`src/rtl/csr_trap_unit_pkg.sv`:
```
// Shared constants for the machine-mode CSR/trap sequencer: CSR addresses,
// request opcodes, Zicsr funct3 codes, trap causes and mstatus field helpers.
package riscy_csr_pkg;

    // Machine-mode CSR addresses touched by the sequencer
    localparam logic [11:0] CSR_MSTATUS = 12'h300;
    localparam logic [11:0] CSR_MTVEC   = 12'h305;
    localparam logic [11:0] CSR_MEPC    = 12'h341;
    localparam logic [11:0] CSR_MCAUSE  = 12'h342;
    localparam logic [11:0] CSR_MTVAL   = 12'h343;

    // Request opcodes from decode
    localparam logic [2:0] OP_CSR     = 3'b000;
    localparam logic [2:0] OP_ECALL   = 3'b001;
    localparam logic [2:0] OP_EBREAK  = 3'b010;
    localparam logic [2:0] OP_ILLEGAL = 3'b011;
    localparam logic [2:0] OP_MRET    = 3'b100;

    // Zicsr funct3 codes; 000 and 100 are not CSR instructions
    localparam logic [2:0] F3_RSVD0 = 3'b000;
    localparam logic [2:0] F3_RW    = 3'b001;
    localparam logic [2:0] F3_RS    = 3'b010;
    localparam logic [2:0] F3_RC    = 3'b011;
    localparam logic [2:0] F3_RSVD4 = 3'b100;
    localparam logic [2:0] F3_RWI   = 3'b101;
    localparam logic [2:0] F3_RSI   = 3'b110;
    localparam logic [2:0] F3_RCI   = 3'b111;

    // mcause values for the synchronous exceptions handled here
    localparam logic [31:0] CAUSE_ILLEGAL    = 32'd2;
    localparam logic [31:0] CAUSE_BREAKPOINT = 32'd3;
    localparam logic [31:0] CAUSE_ECALL_M    = 32'd11;

    // mstatus field positions
    localparam int unsigned MSTATUS_MIE    = 32'd3;
    localparam int unsigned MSTATUS_MPIE   = 32'd7;
    localparam int unsigned MSTATUS_MPP_LO = 32'd11;
    localparam int unsigned MSTATUS_MPP_HI = 32'd12;

    // Request classification after decoding op and funct3
    typedef enum logic [1:0] {
        KIND_NONE = 2'd0,
        KIND_CSR  = 2'd1,
        KIND_TRAP = 2'd2,
        KIND_MRET = 2'd3
    } req_kind_e;

    // mstatus on trap entry: stash MIE in MPIE, disable interrupts, MPP=M
    function automatic logic [31:0] mstatus_on_trap(input logic [31:0] old_val);
        logic [31:0] v;
        v = old_val;
        v[MSTATUS_MPIE] = old_val[MSTATUS_MIE];
        v[MSTATUS_MIE]  = 1'b0;
        v[MSTATUS_MPP_HI:MSTATUS_MPP_LO] = 2'b11;
        return v;
    endfunction

    // mstatus on MRET: restore MIE from MPIE, set MPIE, MPP stays M (M-mode only)
    function automatic logic [31:0] mstatus_on_mret(input logic [31:0] old_val);
        logic [31:0] v;
        v = old_val;
        v[MSTATUS_MIE]  = old_val[MSTATUS_MPIE];
        v[MSTATUS_MPIE] = 1'b1;
        v[MSTATUS_MPP_HI:MSTATUS_MPP_LO] = 2'b11;
        return v;
    endfunction

endpackage

```
`src/rtl/csr_trap_unit_if.sv`:
```
// Bundle of the request handshake, CSR file port and completion signals.
// master = pipeline/CSR-file side, slave = the sequencer.
interface csr_trap_unit_if;
    import riscy_csr_pkg::*;

    logic        req_valid;
    logic        req_ready;
    logic [2:0]  req_op;
    logic [2:0]  req_funct3;
    logic [11:0] req_csr;
    logic [31:0] req_src;
    logic [4:0]  req_src_idx;
    logic [31:0] req_pc;
    logic [31:0] req_instr;
    logic        csr_ren;
    logic [11:0] csr_raddr;
    logic [31:0] csr_rdata;
    logic        csr_wen;
    logic [11:0] csr_waddr;
    logic [31:0] csr_wdata;
    logic        done;
    logic        rd_valid;
    logic [31:0] rd_data;
    logic        redirect;
    logic [31:0] redirect_pc;

    modport master (
        output req_valid, req_op, req_funct3, req_csr, req_src, req_src_idx,
               req_pc, req_instr, csr_rdata,
        input  req_ready, csr_ren, csr_raddr, csr_wen, csr_waddr, csr_wdata,
               done, rd_valid, rd_data, redirect, redirect_pc
    );

    modport slave (
        input  req_valid, req_op, req_funct3, req_csr, req_src, req_src_idx,
               req_pc, req_instr, csr_rdata,
        output req_ready, csr_ren, csr_raddr, csr_wen, csr_waddr, csr_wdata,
               done, rd_valid, rd_data, redirect, redirect_pc
    );
endinterface

```
`src/rtl/csr_trap_unit_alu.sv`:
```
// Zicsr read-modify-write datapath: new CSR value and a flag that
// suppresses the write for set/clear with a zero rs1 index / zimm.
module csr_alu
    import riscy_csr_pkg::*;
(
    input  logic [2:0]  funct3,
    input  logic [31:0] old_val,
    input  logic [31:0] src,
    input  logic [4:0]  src_idx,
    output logic [31:0] wdata,
    output logic        suppress
);

    logic [31:0] operand_s;

    // Select operand (register or zimm) and compute the new value
    always_comb begin
        wdata    = old_val;
        suppress = 1'b1;
        if (funct3[2]) begin
            operand_s = {27'd0, src_idx};
        end else begin
            operand_s = src;
        end
        case (funct3)
            F3_RW, F3_RWI: begin
                wdata    = operand_s;
                suppress = 1'b0;
            end
            F3_RS, F3_RSI: begin
                wdata    = old_val | operand_s;
                suppress = (src_idx == 5'd0);
            end
            F3_RC, F3_RCI: begin
                wdata    = old_val & ~operand_s;
                suppress = (src_idx == 5'd0);
            end
            default: begin
                wdata    = old_val;
                suppress = 1'b1;
            end
        endcase
    end

endmodule

```
`src/rtl/csr_trap_unit.sv`:
```
// Sequencer between execute and the M-mode CSR file: Zicsr RMW, trap entry
// (ECALL/EBREAK/illegal) and MRET, one CSR read and one write per cycle.
module csr_trap_unit
    import riscy_csr_pkg::*;
(
    input  logic            clock,
    input  logic            reset,
    csr_trap_unit_if.slave  bus
);

    localparam logic [2:0] S_IDLE    = 3'd0;
    localparam logic [2:0] S_CSR_EX  = 3'd1;
    localparam logic [2:0] S_T_EPC   = 3'd2;
    localparam logic [2:0] S_T_CAUSE = 3'd3;
    localparam logic [2:0] S_T_TVAL  = 3'd4;
    localparam logic [2:0] S_T_STAT  = 3'd5;
    localparam logic [2:0] S_M_EPC   = 3'd6;
    localparam logic [2:0] S_M_STAT  = 3'd7;

    logic [2:0]  state_r, state_nxt_s;
    req_kind_e   kind_s;
    logic        accept_s;
    logic [31:0] cause_s, tval_s;
    logic [2:0]  funct3_r;
    logic [11:0] csr_r;
    logic [31:0] src_r;
    logic [4:0]  src_idx_r;
    logic [31:0] epc_r, cause_r, tval_r, vec_r, mstatus_r;
    logic        done_r, rd_valid_r, redirect_r;
    logic [31:0] rd_data_r, redirect_pc_r;
    logic [31:0] alu_wdata_s;
    logic        alu_suppress_s;

    csr_alu u_alu (
        .funct3   (funct3_r),
        .old_val  (bus.csr_rdata),
        .src      (src_r),
        .src_idx  (src_idx_r),
        .wdata    (alu_wdata_s),
        .suppress (alu_suppress_s)
    );

    // Classify the incoming request; reserved funct3 becomes an illegal trap
    always_comb begin
        kind_s  = KIND_NONE;
        cause_s = 32'd0;
        tval_s  = 32'd0;
        case (bus.req_op)
            OP_CSR: begin
                if ((bus.req_funct3 == F3_RSVD0) || (bus.req_funct3 == F3_RSVD4)) begin
                    kind_s  = KIND_TRAP;
                    cause_s = CAUSE_ILLEGAL;
                    tval_s  = bus.req_instr;
                end else begin
                    kind_s  = KIND_CSR;
                end
            end
            OP_ECALL: begin
                kind_s  = KIND_TRAP;
                cause_s = CAUSE_ECALL_M;
            end
            OP_EBREAK: begin
                kind_s  = KIND_TRAP;
                cause_s = CAUSE_BREAKPOINT;
                tval_s  = bus.req_pc;
            end
            OP_ILLEGAL: begin
                kind_s  = KIND_TRAP;
                cause_s = CAUSE_ILLEGAL;
                tval_s  = bus.req_instr;
            end
            OP_MRET: kind_s = KIND_MRET;
            default: kind_s = KIND_NONE;
        endcase
    end

    assign accept_s      = bus.req_valid && (state_r == S_IDLE) && (kind_s != KIND_NONE);
    assign bus.req_ready = (state_r == S_IDLE);

    // Next state and CSR file port; idle ports are driven to zero so the
    // file's address-match forwarding never picks up stale data
    always_comb begin
        state_nxt_s   = state_r;
        bus.csr_ren   = 1'b0;
        bus.csr_raddr = 12'h000;
        bus.csr_wen   = 1'b0;
        bus.csr_waddr = 12'h000;
        bus.csr_wdata = 32'd0;
        case (state_r)
            S_IDLE: begin
                if (accept_s) begin
                    bus.csr_ren = 1'b1;
                    case (kind_s)
                        KIND_CSR: begin
                            bus.csr_raddr = bus.req_csr;
                            state_nxt_s   = S_CSR_EX;
                        end
                        KIND_MRET: begin
                            bus.csr_raddr = CSR_MEPC;
                            state_nxt_s   = S_M_EPC;
                        end
                        KIND_TRAP: begin
                            bus.csr_raddr = CSR_MTVEC;
                            state_nxt_s   = S_T_EPC;
                        end
                        default: begin
                            bus.csr_ren = 1'b0;
                            state_nxt_s = S_IDLE;
                        end
                    endcase
                end else begin
                    state_nxt_s = S_IDLE;
                end
            end
            S_CSR_EX: begin
                if (alu_suppress_s) begin
                    bus.csr_wen = 1'b0;
                end else begin
                    bus.csr_wen   = 1'b1;
                    bus.csr_waddr = csr_r;
                    bus.csr_wdata = alu_wdata_s;
                end
                state_nxt_s = S_IDLE;
            end
            S_T_EPC: begin
                bus.csr_wen   = 1'b1;
                bus.csr_waddr = CSR_MEPC;
                bus.csr_wdata = epc_r;
                bus.csr_ren   = 1'b1;
                bus.csr_raddr = CSR_MSTATUS;
                state_nxt_s   = S_T_CAUSE;
            end
            S_T_CAUSE: begin
                bus.csr_wen   = 1'b1;
                bus.csr_waddr = CSR_MCAUSE;
                bus.csr_wdata = cause_r;
                state_nxt_s   = S_T_TVAL;
            end
            S_T_TVAL: begin
                bus.csr_wen   = 1'b1;
                bus.csr_waddr = CSR_MTVAL;
                bus.csr_wdata = tval_r;
                state_nxt_s   = S_T_STAT;
            end
            S_T_STAT: begin
                bus.csr_wen   = 1'b1;
                bus.csr_waddr = CSR_MSTATUS;
                bus.csr_wdata = mstatus_on_trap(mstatus_r);
                state_nxt_s   = S_IDLE;
            end
            S_M_EPC: begin
                bus.csr_ren   = 1'b1;
                bus.csr_raddr = CSR_MSTATUS;
                state_nxt_s   = S_M_STAT;
            end
            S_M_STAT: begin
                bus.csr_wen   = 1'b1;
                bus.csr_waddr = CSR_MSTATUS;
                bus.csr_wdata = mstatus_on_mret(bus.csr_rdata);
                state_nxt_s   = S_IDLE;
            end
            default: state_nxt_s = S_IDLE;
        endcase
    end

    // State register; reset aborts any sequence in flight
    always_ff @(posedge clock or negedge reset) begin
        if (!reset) begin
            state_r <= S_IDLE;
        end else begin
            state_r <= state_nxt_s;
        end
    end

    // Capture request fields at accept and CSR values read during the sequence
    always_ff @(posedge clock or negedge reset) begin
        if (!reset) begin
            funct3_r  <= 3'd0;
            csr_r     <= 12'h000;
            src_r     <= 32'd0;
            src_idx_r <= 5'd0;
            epc_r     <= 32'd0;
            cause_r   <= 32'd0;
            tval_r    <= 32'd0;
            vec_r     <= 32'd0;
            mstatus_r <= 32'd0;
        end else begin
            case (state_r)
                S_IDLE: begin
                    if (accept_s) begin
                        funct3_r  <= bus.req_funct3;
                        csr_r     <= bus.req_csr;
                        src_r     <= bus.req_src;
                        src_idx_r <= bus.req_src_idx;
                        epc_r     <= bus.req_pc & ~32'd3;
                        cause_r   <= cause_s;
                        tval_r    <= tval_s;
                    end
                end
                S_T_EPC, S_M_EPC: vec_r <= bus.csr_rdata;
                S_T_CAUSE:        mstatus_r <= bus.csr_rdata;
                default: begin
                end
            endcase
        end
    end

    // Registered completion pulse with rd writeback or fetch redirect
    always_ff @(posedge clock or negedge reset) begin
        if (!reset) begin
            done_r        <= 1'b0;
            rd_valid_r    <= 1'b0;
            rd_data_r     <= 32'd0;
            redirect_r    <= 1'b0;
            redirect_pc_r <= 32'd0;
        end else begin
            done_r        <= 1'b0;
            rd_valid_r    <= 1'b0;
            rd_data_r     <= 32'd0;
            redirect_r    <= 1'b0;
            redirect_pc_r <= 32'd0;
            case (state_r)
                S_CSR_EX: begin
                    done_r     <= 1'b1;
                    rd_valid_r <= 1'b1;
                    rd_data_r  <= bus.csr_rdata;
                end
                S_T_STAT: begin
                    done_r        <= 1'b1;
                    redirect_r    <= 1'b1;
                    redirect_pc_r <= {vec_r[31:2], 2'b00};
                end
                S_M_STAT: begin
                    done_r        <= 1'b1;
                    redirect_r    <= 1'b1;
                    redirect_pc_r <= vec_r;
                end
                default: begin
                end
            endcase
        end
    end

    assign bus.done        = done_r;
    assign bus.rd_valid    = rd_valid_r;
    assign bus.rd_data     = rd_data_r;
    assign bus.redirect    = redirect_r;
    assign bus.redirect_pc = redirect_pc_r;

endmodule

```
`src/flat_wrapper.sv`:
```
// flat-port wrapper written by rule: the top's interface ports become plain ports
module csr_trap_unit_flat import riscy_csr_pkg::*;
  (clock, reset, bus_req_valid, bus_req_op, bus_req_funct3, bus_req_csr, bus_req_src, bus_req_src_idx, bus_req_pc, bus_req_instr, bus_csr_rdata, bus_req_ready, bus_csr_ren, bus_csr_raddr, bus_csr_wen, bus_csr_waddr, bus_csr_wdata, bus_done, bus_rd_valid, bus_rd_data, bus_redirect, bus_redirect_pc);
  csr_trap_unit_if bus_i ();
  input  logic clock;
  input  logic reset;
  input wire logic [$bits(bus_i.req_valid)-1:0] bus_req_valid;
  input wire logic [$bits(bus_i.req_op)-1:0] bus_req_op;
  input wire logic [$bits(bus_i.req_funct3)-1:0] bus_req_funct3;
  input wire logic [$bits(bus_i.req_csr)-1:0] bus_req_csr;
  input wire logic [$bits(bus_i.req_src)-1:0] bus_req_src;
  input wire logic [$bits(bus_i.req_src_idx)-1:0] bus_req_src_idx;
  input wire logic [$bits(bus_i.req_pc)-1:0] bus_req_pc;
  input wire logic [$bits(bus_i.req_instr)-1:0] bus_req_instr;
  input wire logic [$bits(bus_i.csr_rdata)-1:0] bus_csr_rdata;
  output wire logic [$bits(bus_i.req_ready)-1:0] bus_req_ready;
  output wire logic [$bits(bus_i.csr_ren)-1:0] bus_csr_ren;
  output wire logic [$bits(bus_i.csr_raddr)-1:0] bus_csr_raddr;
  output wire logic [$bits(bus_i.csr_wen)-1:0] bus_csr_wen;
  output wire logic [$bits(bus_i.csr_waddr)-1:0] bus_csr_waddr;
  output wire logic [$bits(bus_i.csr_wdata)-1:0] bus_csr_wdata;
  output wire logic [$bits(bus_i.done)-1:0] bus_done;
  output wire logic [$bits(bus_i.rd_valid)-1:0] bus_rd_valid;
  output wire logic [$bits(bus_i.rd_data)-1:0] bus_rd_data;
  output wire logic [$bits(bus_i.redirect)-1:0] bus_redirect;
  output wire logic [$bits(bus_i.redirect_pc)-1:0] bus_redirect_pc;
  assign bus_i.req_valid = bus_req_valid;
  assign bus_i.req_op = bus_req_op;
  assign bus_i.req_funct3 = bus_req_funct3;
  assign bus_i.req_csr = bus_req_csr;
  assign bus_i.req_src = bus_req_src;
  assign bus_i.req_src_idx = bus_req_src_idx;
  assign bus_i.req_pc = bus_req_pc;
  assign bus_i.req_instr = bus_req_instr;
  assign bus_i.csr_rdata = bus_csr_rdata;
  assign bus_req_ready = bus_i.req_ready;
  assign bus_csr_ren = bus_i.csr_ren;
  assign bus_csr_raddr = bus_i.csr_raddr;
  assign bus_csr_wen = bus_i.csr_wen;
  assign bus_csr_waddr = bus_i.csr_waddr;
  assign bus_csr_wdata = bus_i.csr_wdata;
  assign bus_done = bus_i.done;
  assign bus_rd_valid = bus_i.rd_valid;
  assign bus_rd_data = bus_i.rd_data;
  assign bus_redirect = bus_i.redirect;
  assign bus_redirect_pc = bus_i.redirect_pc;
  csr_trap_unit u_core (.clock(clock), .reset(reset), .bus(bus_i));
endmodule
```
`config.mk`:
```
export PLATFORM = sky130hd
export DESIGN_NAME = csr_trap_unit_flat
export DESIGN_NICKNAME = d
export VERILOG_FILES = /design/src/rtl/csr_trap_unit_pkg.sv /design/src/rtl/csr_trap_unit_if.sv /design/src/rtl/csr_trap_unit_alu.sv /design/src/rtl/csr_trap_unit.sv /design/src/flat_wrapper.sv
export SDC_FILE = /design/constraint.sdc
export NUM_CORES = 1
export LEC_CHECK = 0
export CAP_MARGIN = 30
export CORE_UTILIZATION = 50
export CTS_CLUSTER_SIZE = 10
export DETAILED_ROUTE_END_ITERATION = 8
export HOLD_SLACK_MARGIN = 0.03
export MAX_ROUTING_LAYER = met4
export PLACE_DENSITY = 0.82
export SYNTH_ARGS = -nofsm -noshare
export SYNTH_HDL_FRONTEND = slang
export SYNTH_SLANG_ARGS = --single-unit
```
`constraint.sdc`:
```
create_clock -name clock -period 4.7 [get_ports clock]
set_clock_uncertainty 0.2 [all_clocks]
set_input_delay 0.94 -clock clock [delete_from_list [all_inputs] [get_ports clock]]
set_output_delay 0.94 -clock clock [all_outputs]
set_load 0.01 [all_outputs]
```
; Yosys cells after proc, flatten, opt, wreduce, memory -nomap -nowiden
; Index checks and enable logic that the tools add are counted.
[word_totals]
regBits = 280
inputBits = 154
output_inout_bits = 126
word_cells = 87
[op_classes]
eq_ne = 21
mux = 29
n_bitwise = 3
n_reduce_logical = 19
[op_table]
columns = op, count
row1 = $pmux W32 S3, 2
row2 = $pmux W32 S6, 1
row3 = $mux W32, 4
row4 = $pmux W32 S2, 1
row5 = $pmux W12 S5, 1
row6 = $pmux W12 S3, 1
row7 = $and A32 B32 Y32, 1
row8 = $not A32 Y32, 1
row9 = $or A32 B32 Y32, 1
row10 = $eq A3 B3 Y1 const B, 9
row11 = $mux W12, 2
row12 = $pmux W12 S2, 1
row13 = $eq A3 B2 Y1 const B, 6
row14 = $pmux W3 S6, 1
row15 = $pmux W4 S4, 1
row16 = $reduce_or A2 Y1, 5
row17 = $eq A3 B1 Y1 const B, 3
row18 = $logic_not A3 Y1, 3
row19 = $pmux W3 S3, 1
row20 = $reduce_or A3 Y1, 3
row21 = $mux W1, 6
row22 = $pmux W1 S2, 3
row23 = $pmux W2 S3, 1
row24 = $logic_not A5 Y1, 1
row25 = 10 further kinds, 13

; Longest topological paths before layout
; Gate-level depths: netlist of the first run.
[depth]
depth_word = 9
mapped_depth = 7
ltp_nobuf = 4

; Hierarchy
; A second synthesis of the first run with hierarchy kept.
[unflattened]
cells_unflattened = 1006
area_unflattened_um2 = 11933.9
[modules_own_cells]
columns = mod, instances, cells_per_inst, area_each_um2
row1 = csr_trap_unit, 1, 827, 10686.5
row2 = csr_alu, 1, 179, 1247.4

; Worst setup path after synthesis of the first run
; OpenSTA, ideal clock, no wires.
[synth_path]
kind = input to output
start = in bus_req_valid
end = out bus_csr_raddr[8]
arrival_ps = 2217
t_required_ps = 3560
path_slack_ps = 1343
path_stages = 5
cell_sequence = or4b_4 > a21o_1 > buf_4 > buf_6 > o21ai_0
[synth_between]
elab_chain_cells = 4
[synth_lines]
columns = element, line
row1 = "start, declared", flat_wrapper.sv:7  ; input wire logic [$bits(bus_i.req_valid)-1:0] bus_req_valid;
row2 = $logic_and A1 B1 Y1 (2 in series), csr_trap_unit.sv:77  ; assign accept_s = bus.req_valid && (state_r == S_IDLE) && (kind_s != KIND_NONE);
row3 = $mux W12, csr_trap_unit.sv:91  ; if (accept_s) begin
row4 = $pmux W12 S2, csr_trap_unit.sv:89  ; case (state_r)
row5 = "end, declared", flat_wrapper.sv:18  ; output wire logic [$bits(bus_i.csr_raddr)-1:0] bus_csr_raddr;
; No other way between the ends.

; Final worst setup path of the first run
[layout_path]
start = in bus_req_op[0]
end = out bus_csr_raddr[11]
[layout_between]
elab_chain_cells = 7
[layout_lines]
columns = element, line
row1 = "start, declared", flat_wrapper.sv:8  ; input wire logic [$bits(bus_i.req_op)-1:0] bus_req_op;
row2 = $eq A3 B1 Y1 / $eq A3 B2 Y1 (equally long branches), csr_trap_unit.sv:48  ; case (bus.req_op)
row3 = $reduce_or A3 Y1 (no source line), --
row4 = $pmux W2 S3 (*), csr_trap_unit.sv:48
row5 = "$eq A2 B2 Y1, or another cell as far along", csr_trap_unit.sv:93  ; case (kind_s)
row6 = $pmux W12 S3 / $logic_and A1 B1 Y1 (equally long branches), "csr_trap_unit.sv:93, csr_trap_unit.sv:77"
row7 = $mux W12 (*), csr_trap_unit.sv:91
row8 = $pmux W12 S2 (*), csr_trap_unit.sv:89
; Every way passes the cells marked *; elsewhere a longest branch is shown, timed or not.

==> results of run 1 <==
-- worst max-delay path, cell delays in order --
cell and delay, ns:
clkdlybuf4s50_1 0.42, or2_2 0.40, or3_1 0.44, nor2_1 0.35
and2_1 0.19, clkdlybuf4s50_1 0.54
-- power by group --
group          internal, mW  leakage (nW)  switching [mW]
combinational          2.27          3.25            2.11
sequential             3.01          3.11           0.519
clock                  1.09         0.363           0.795
total                  6.37          6.72            3.42
-- sequential cells by signal (all words and copies together) (netlist names), 5 cells and up --
signal and count:
u_core.bus.rd_data 32, u_core.bus.redirect_pc 32, u_core.csr_r 12, u_core.epc_r 30, u_core.mstatus_r 29, u_core.src_idx_r 5
u_core.src_r 32, u_core.tval_r 32, u_core.vec_r 32
-- cells by family (layout without fill, tap and decap cells) --
group	count (synthesis)	after routing	share of synthesized area (%)
other cells	0	3	0
xor+xnor	14	14	1.068
compound gates	198	198	12.57
simple gates	258	258	12.90
mux	164	164	15.61
flops	248	248	54.07
buf+inv	88	357	3.783
-- through the flow --
stage | hold WS, ns | setup slack [ns] | util, % | cells
3_5_place_dp | 0.2629 | 0.2486 | 64.45 | 1490
6_report | 0.2708 | 0.2892 | 67.78 | 1527
4_1_cts | 0.2751 | 0.2464 | 67.74 | 1524
2_1_floorplan | 0.2429 | 1.343 | - | 970
5_1_grt | 0.2908 | 0.1485 | 67.78 | 1527
3_3_place_gp | 0.2545 | 0.3036 | 64.38 | 1489
-- worst paths after layout --
path                                               from                                    to  slack [ns]  cells after the start
max                                       bus_req_op[0]                     bus_csr_raddr[11]        0.29                      6
min                        u_core.vec_r[10]$_DFFE_PN0N_          u_core.vec_r[10]$_DFFE_PN0N_        0.27                      2
max reg2reg                 u_core.state_r[1]$_DFF_PN0_         u_core.tval_r[11]$_DFFE_PN0P_        1.77                      6
min reg2reg                u_core.vec_r[10]$_DFFE_PN0N_          u_core.vec_r[10]$_DFFE_PN0N_        0.27                      2
max in group asynchronous                         reset          u_core.epc_r[21]$_DFFE_PN0P_        3.08                      2
min in group asynchronous                         reset  u_core.bus.redirect_pc[16]$_DFF_PN0_        0.31                      1
-- cell usage in the layout, fill, tap and decap left out, types with 2 or more instances in the layout --
master	count
and2_1	78
dfrtp_1	244
clkbuf_1	5
diode_2	3
nor2_2	2
a21o_1	2
or2_2	3
o31ai_1	2
buf_4	27
buf_12	2
nand2b_1	17
xnor2_1	14
nor2_1	28
nor3_1	5
a21oi_1	37
and3_1	32
nand2_1	40
mux2_2	120
a31oi_1	7
clkbuf_16	29
nor2b_1	22
clkdlybuf4s50_1	278
a22oi_1	15
o2bb2ai_1	8
o21ai_0	43
a221o_1	45
inv_1	14
buf_8	2
nor4b_1	2
mux2i_1	44
nor3b_1	18
dfrtp_2	3
o21a_1	2
o221ai_1	8
a22o_1	21
nand3_1	3
-- area by class of cell --
type | count | area (um^2)
fill | 1696 | 7273
sequential | 248 | 6213
multi-input combinational | 634 | 4868
timing repair buffer | 309 | 3055
clock buffer | 34 | 744.5
tap | 285 | 356.6
inverter | 14 | 52.55
antenna | 3 | 7.507
-- routing by layer --
metal	vias up	share of wire, %
met1	4495	42
met2	389	48
li1	4006	-
met3	64	7.5
met5	-	0
met4	0	2.3
==> impl_metrics.env, run 1 <==
export IMPL_fin_nets=1389
export IMPL_grt_pass1_vias=9268
export IMPL_report_final_setup_viol=0
export IMPL_ys_seq_elements=248
export IMPL_die_h_um=153.5
export IMPL_post_cts_buffers=0
export IMPL_htree_levels=1
export IMPL_path_class="input port to primary output"
export IMPL_ys_top_cells_by_count="248 x dfrtp_1, 120 x mux2_2, 77 x and2_1"
export IMPL_grt_use_total_pct=29.16
export IMPL_io_buffers=279
export IMPL_synth_area_top_cells="dfrtp_1 54%, mux2_2 12%, and2_1 4.2%"
export IMPL_first_pass_iters=7
export IMPL_vias=8954
export IMPL_ir_drop_uv=302.9
export IMPL_relSlewSlack_pct=35.64
export IMPL_async_reset_ff_share_pct=100.0
export IMPL_rows=55
export IMPL_hold_viol_final=0
export IMPL_synth_largest_area_cell="dfrtp_1"
export IMPL_powerDensity_nw_per_um2=640.2
export IMPL_synth_most_common_cell="dfrtp_1"
export IMPL_hp_class="flip-flop to flip-flop"
export IMPL_cts_tree="yes"
export IMPL_netlist_area_um2=11480
export IMPL_leakage_nw=6.716
export IMPL_worstSetupStartpointType="input port"
export IMPL_finalWirelength_um=33310
export IMPL_stdcell_area_um2=15300
export IMPL_grt_use_met3_pct=5.693
export IMPL_critPathMaxFanout=9
export IMPL_routabilityCongestion=0.8176
export IMPL_grt_overflow_total=0
export IMPL_grt_use_met2_pct=45.82
export IMPL_synthFlopType="dfrtp_1"
export IMPL_die_area_um2=23560
export IMPL_drtIter0Drc=523
export IMPL_synthDistinctLibCells=44
export IMPL_synth_nets=1124
export IMPL_area_growth_synth_to_final_pct=33.29
export IMPL_crit_path_end_kind="primary output"
export IMPL_grt_busiest_layer="met2"
export IMPL_cts_sinks=248
export IMPL_clock_fmax_mhz=226.7
export IMPL_avgViaCountPerCell=5.864
export IMPL_die_w_um=153.5
export IMPL_syn_inst=970
export IMPL_worst_pin_slew_ns=0.9654
export IMPL_clock_latency_ns=0.54
export IMPL_ys_seq_area_share_pct=54.07
export IMPL_antenna_left=0
export IMPL_arrival_ns=3.27
export IMPL_drcViolationCount=1
export IMPL_grt_start_max_net_pins=130
export IMPL_place_area_um2=14550
export IMPL_post_route_min_period_ns=4.411
export IMPL_layout_drive_gt1_share_pct=15.98
export IMPL_syn_avg_cell_area_um2=11.83
export IMPL_violations="design-rule violations"
export IMPL_grt_pass1_wl_um=51850
export IMPL_synth_top_area_share_pct=54.07
export IMPL_ctsRootBufferMaster="clkbuf_16"
export IMPL_initial_core_util_pct=50.85
export IMPL_clkSlewWorstSetupHoldPaths_ns=0.05
export IMPL_post_cts_resized=0
export IMPL_numCtsBuffers=28
export IMPL_use_met1_pct=38.29
export IMPL_synth_warning_count=0
export IMPL_worst_ep_required_time_ns=3.56
export IMPL_antenna_found_initial=3
export IMPL_dpl_hpwl_um=22480
export IMPL_rsz0062_at_grt="false"
export IMPL_holdBufCountCts=0
export IMPL_drv_slew=0
export IMPL_fin_crit_sh_pct=93.85
export IMPL_wl_per_cell_um=21.81
export IMPL_core_um2=22570
export IMPL_fin_setup_tns_ns=0
export IMPL_synth_edf_count=0
export IMPL_clk_path_buf_depth=3
export IMPL_maxCapViolCount=0
export IMPL_status="finished with violations"
export IMPL_io_pins=280
export IMPL_finalPower_mw=9.795
Note: power is estimated with default switching activity, not from simulation.
==> run 2, diff against run 1 <==
Settings changed: HOLD_SLACK_MARGIN 0.03 to not set, SLEW_MARGIN set to 10.
==> results of run 2 <==
No change in the layout: final DEF, timing and power equal those of run 1.
==> run 3, diff against run 2 <==
Settings changed: ABC_CLOCK_PERIOD_IN_PS set to 4700, MAX_ROUTING_LAYER met4 to not set.
==> run 3 against run 2 <==
Compared with the run above: the run still ends with design-rule violations left; largest power group unchanged; combinational power about the same; register-to-register slack about the same; highest routed layer unchanged; total power about the same; largest cell class unchanged.
==> impl_metrics.env, run 3 (same netlist as run 1, synthesis figures left out) <==
export IMPL_wl_per_cell_um=21.76
export IMPL_layout_commonest_cell="clkdlybuf4s50_1"
export IMPL_violations="design-rule violations"
export IMPL_clk_path_buf_depth=3
export IMPL_worst_ep_required_time_ns=3.56
export IMPL_antenna_found_initial=3
export IMPL_core_um2=22570
export IMPL_crit_path_end_kind="primary output"
export IMPL_report_final_setup_viol=0
export IMPL_place_area_um2=14550
export IMPL_layout_drive_gt1_share_pct=15.98
export IMPL_crit_reg2reg_launch="u_core.state_r[1]$_DFF_PN0_"
export IMPL_clock_fmax_mhz=226.7
export IMPL_fin_setup_tns_ns=0
export IMPL_intPower_mw=6.374
export IMPL_avgViaCountPerCell=5.879
export IMPL_path_class="input port to primary output"
export IMPL_fillCellCount=1695
export IMPL_power_share_clock_pct=19.2
export IMPL_p_switching_mw=3.423
export IMPL_io_pins=280
export IMPL_critPathMaxFanout=9
export IMPL_hold_viol_final=0
export IMPL_pwr_share_comb_pct=44.7
export IMPL_worstSetupStartpointType="input port"
export IMPL_grt_pass1_wl_um=51830
export IMPL_fin_crit_sh_pct=93.85
export IMPL_crit_path_start="bus_req_op[0]"
export IMPL_seqPwrFrac_pct=36.1
export IMPL_die_h_um=153.5
export IMPL_clock_latency_ns=0.53
export IMPL_post_cts_buffers=0
export IMPL_htree_levels=1
export IMPL_worst_pin_slew_ns=0.9706
export IMPL_switching_share_pct=34.94
export IMPL_drcViolationCount=2
export IMPL_routabilityCongestion=0.8046
export IMPL_hp_start="u_core.vec_r[10]$_DFFE_PN0N_"
export IMPL_dpl_hpwl_um=22480
export IMPL_grt_use_total_pct=28.25
export IMPL_relSlewSlack_pct=35.29
export IMPL_final_cell_mix="278 x clkdlybuf4s50_1, 244 x dfrtp_1, 120 x mux2_2"
export IMPL_post_cts_resized=0
export IMPL_grt_pass1_vias=9289
export IMPL_finalWirelength_um=33220
export IMPL_hp_class="flip-flop to flip-flop"
export IMPL_cts_sinks=248
export IMPL_area_growth_synth_to_final_pct=33.29
export IMPL_die_area_um2=23560
export IMPL_maxCapViolCount=0
export IMPL_fin_nets=1389
export IMPL_powerDensity_nw_per_um2=640.4
export IMPL_finalPower_mw=9.797
export IMPL_die_w_um=153.5
export IMPL_arrival_ns=3.27
export IMPL_r2r_setup_slack_ns=1.78
export IMPL_first_pass_iters=7
export IMPL_rsz0062_at_grt="false"
export IMPL_ctsRootBufferMaster="clkbuf_16"
export IMPL_cts_tree="yes"
export IMPL_io_buffers=279
export IMPL_fin_cells=1527
export IMPL_cp_endpoint="bus_csr_raddr[11]"
export IMPL_rows=55
export IMPL_hold_slack_ns=0.2747
export IMPL_ir_drop_uv=302.5
export IMPL_vias=8977
export IMPL_placed_cells=1490
export IMPL_grt_start_max_net_pins=130
export IMPL_antenna_left=0
export IMPL_drv_slew=0
export IMPL_timing_rr_end="u_core.tval_r[11]$_DFFE_PN0P_"
export IMPL_clkSlewWorstSetupHoldPaths_ns=0.05
export IMPL_drtIter0Drc=559
export IMPL_grt_overflow_total=0
export IMPL_initial_core_util_pct=50.85
export IMPL_leakage_nw=6.716
export IMPL_r2r_cells=6
export IMPL_stdcell_area_um2=15300
export IMPL_numCtsBuffers=28
export IMPL_status="finished with violations"
export IMPL_post_route_min_period_ns=4.411
export IMPL_holdBufCountCts=0
-- run 3: cell counts in the layout (fill, tap and decap cells not counted) --
No cell type changed its count.
-- run 3: final cells by class --
class                   instances  area [um^2]  area share [%]
flip-flops and latches        248         6213           40.62
multi-input cells             634         4868           31.82
repair buffers                309         3055           19.97
clock buffers                  34        744.5           4.866
well taps                     285        356.6           2.331
inverters                      14        52.55          0.3435
diodes                          3        7.507         0.04907
-- run 3: through the flow --
stage	util, %	setup WS (ns)
6_report	67.78	0.2892
3_5_place_dp	64.45	0.2486
2_1_floorplan	-	1.343
4_1_cts	67.74	0.2464
3_3_place_gp	64.38	0.3036
5_1_grt	67.74	0.1485
-- run 3: worst min path at each step --
stage	end	slack, ns	depth (start not counted)
after CTS	u_core.vec_r[15]$_DFFE_PN0N_	0.28	2
after global routing	u_core.vec_r[17]$_DFFE_PN0N_	0.29	2
after detailed placement	u_core.vec_r[15]$_DFFE_PN0N_	0.26	2
final	u_core.vec_r[10]$_DFFE_PN0N_	0.27	2
after floorplan	u_core.vec_r[10]$_DFFE_PN0N_	0.24	2
after global placement	u_core.vec_r[17]$_DFFE_PN0N_	0.25	2
-- run 3: worst max-delay path, cell delays in order --
cell	delay, ns
clkdlybuf4s50_1	0.42
or2_2	0.40
or3_1	0.44
nor2_1	0.35
and2_1	0.19
clkdlybuf4s50_1	0.54
-- run 3: power groups by stage --
| stage | logic, mW | registers, mW | clock network [mW] |
|---|---|---|---|
| final | 4.38 | 3.53 | 1.88 |
| after global routing | 4.69 | 3.62 | 2.00 |
| after CTS | 4.37 | 3.52 | 1.92 |
| after detailed placement | 4.34 | 3.54 | 0 |
| after global placement | 4.22 | 3.49 | 0 |
| after floorplan | 2.69 | 3.39 | 0 |
-- run 3: layer usage --
| layer | global-route usage [%] | wire [um] | part of all wire (%) |
|---|---|---|---|
| met4 | 9.095 | 755 | 2.3 |
| met3 | 5.750 | 2553 | 7.7 |
| met1 | 38.21 | 14080 | 42 |
| met5 | 0 | 0 | 0 |
| met2 | 45.76 | 15830 | 48 |
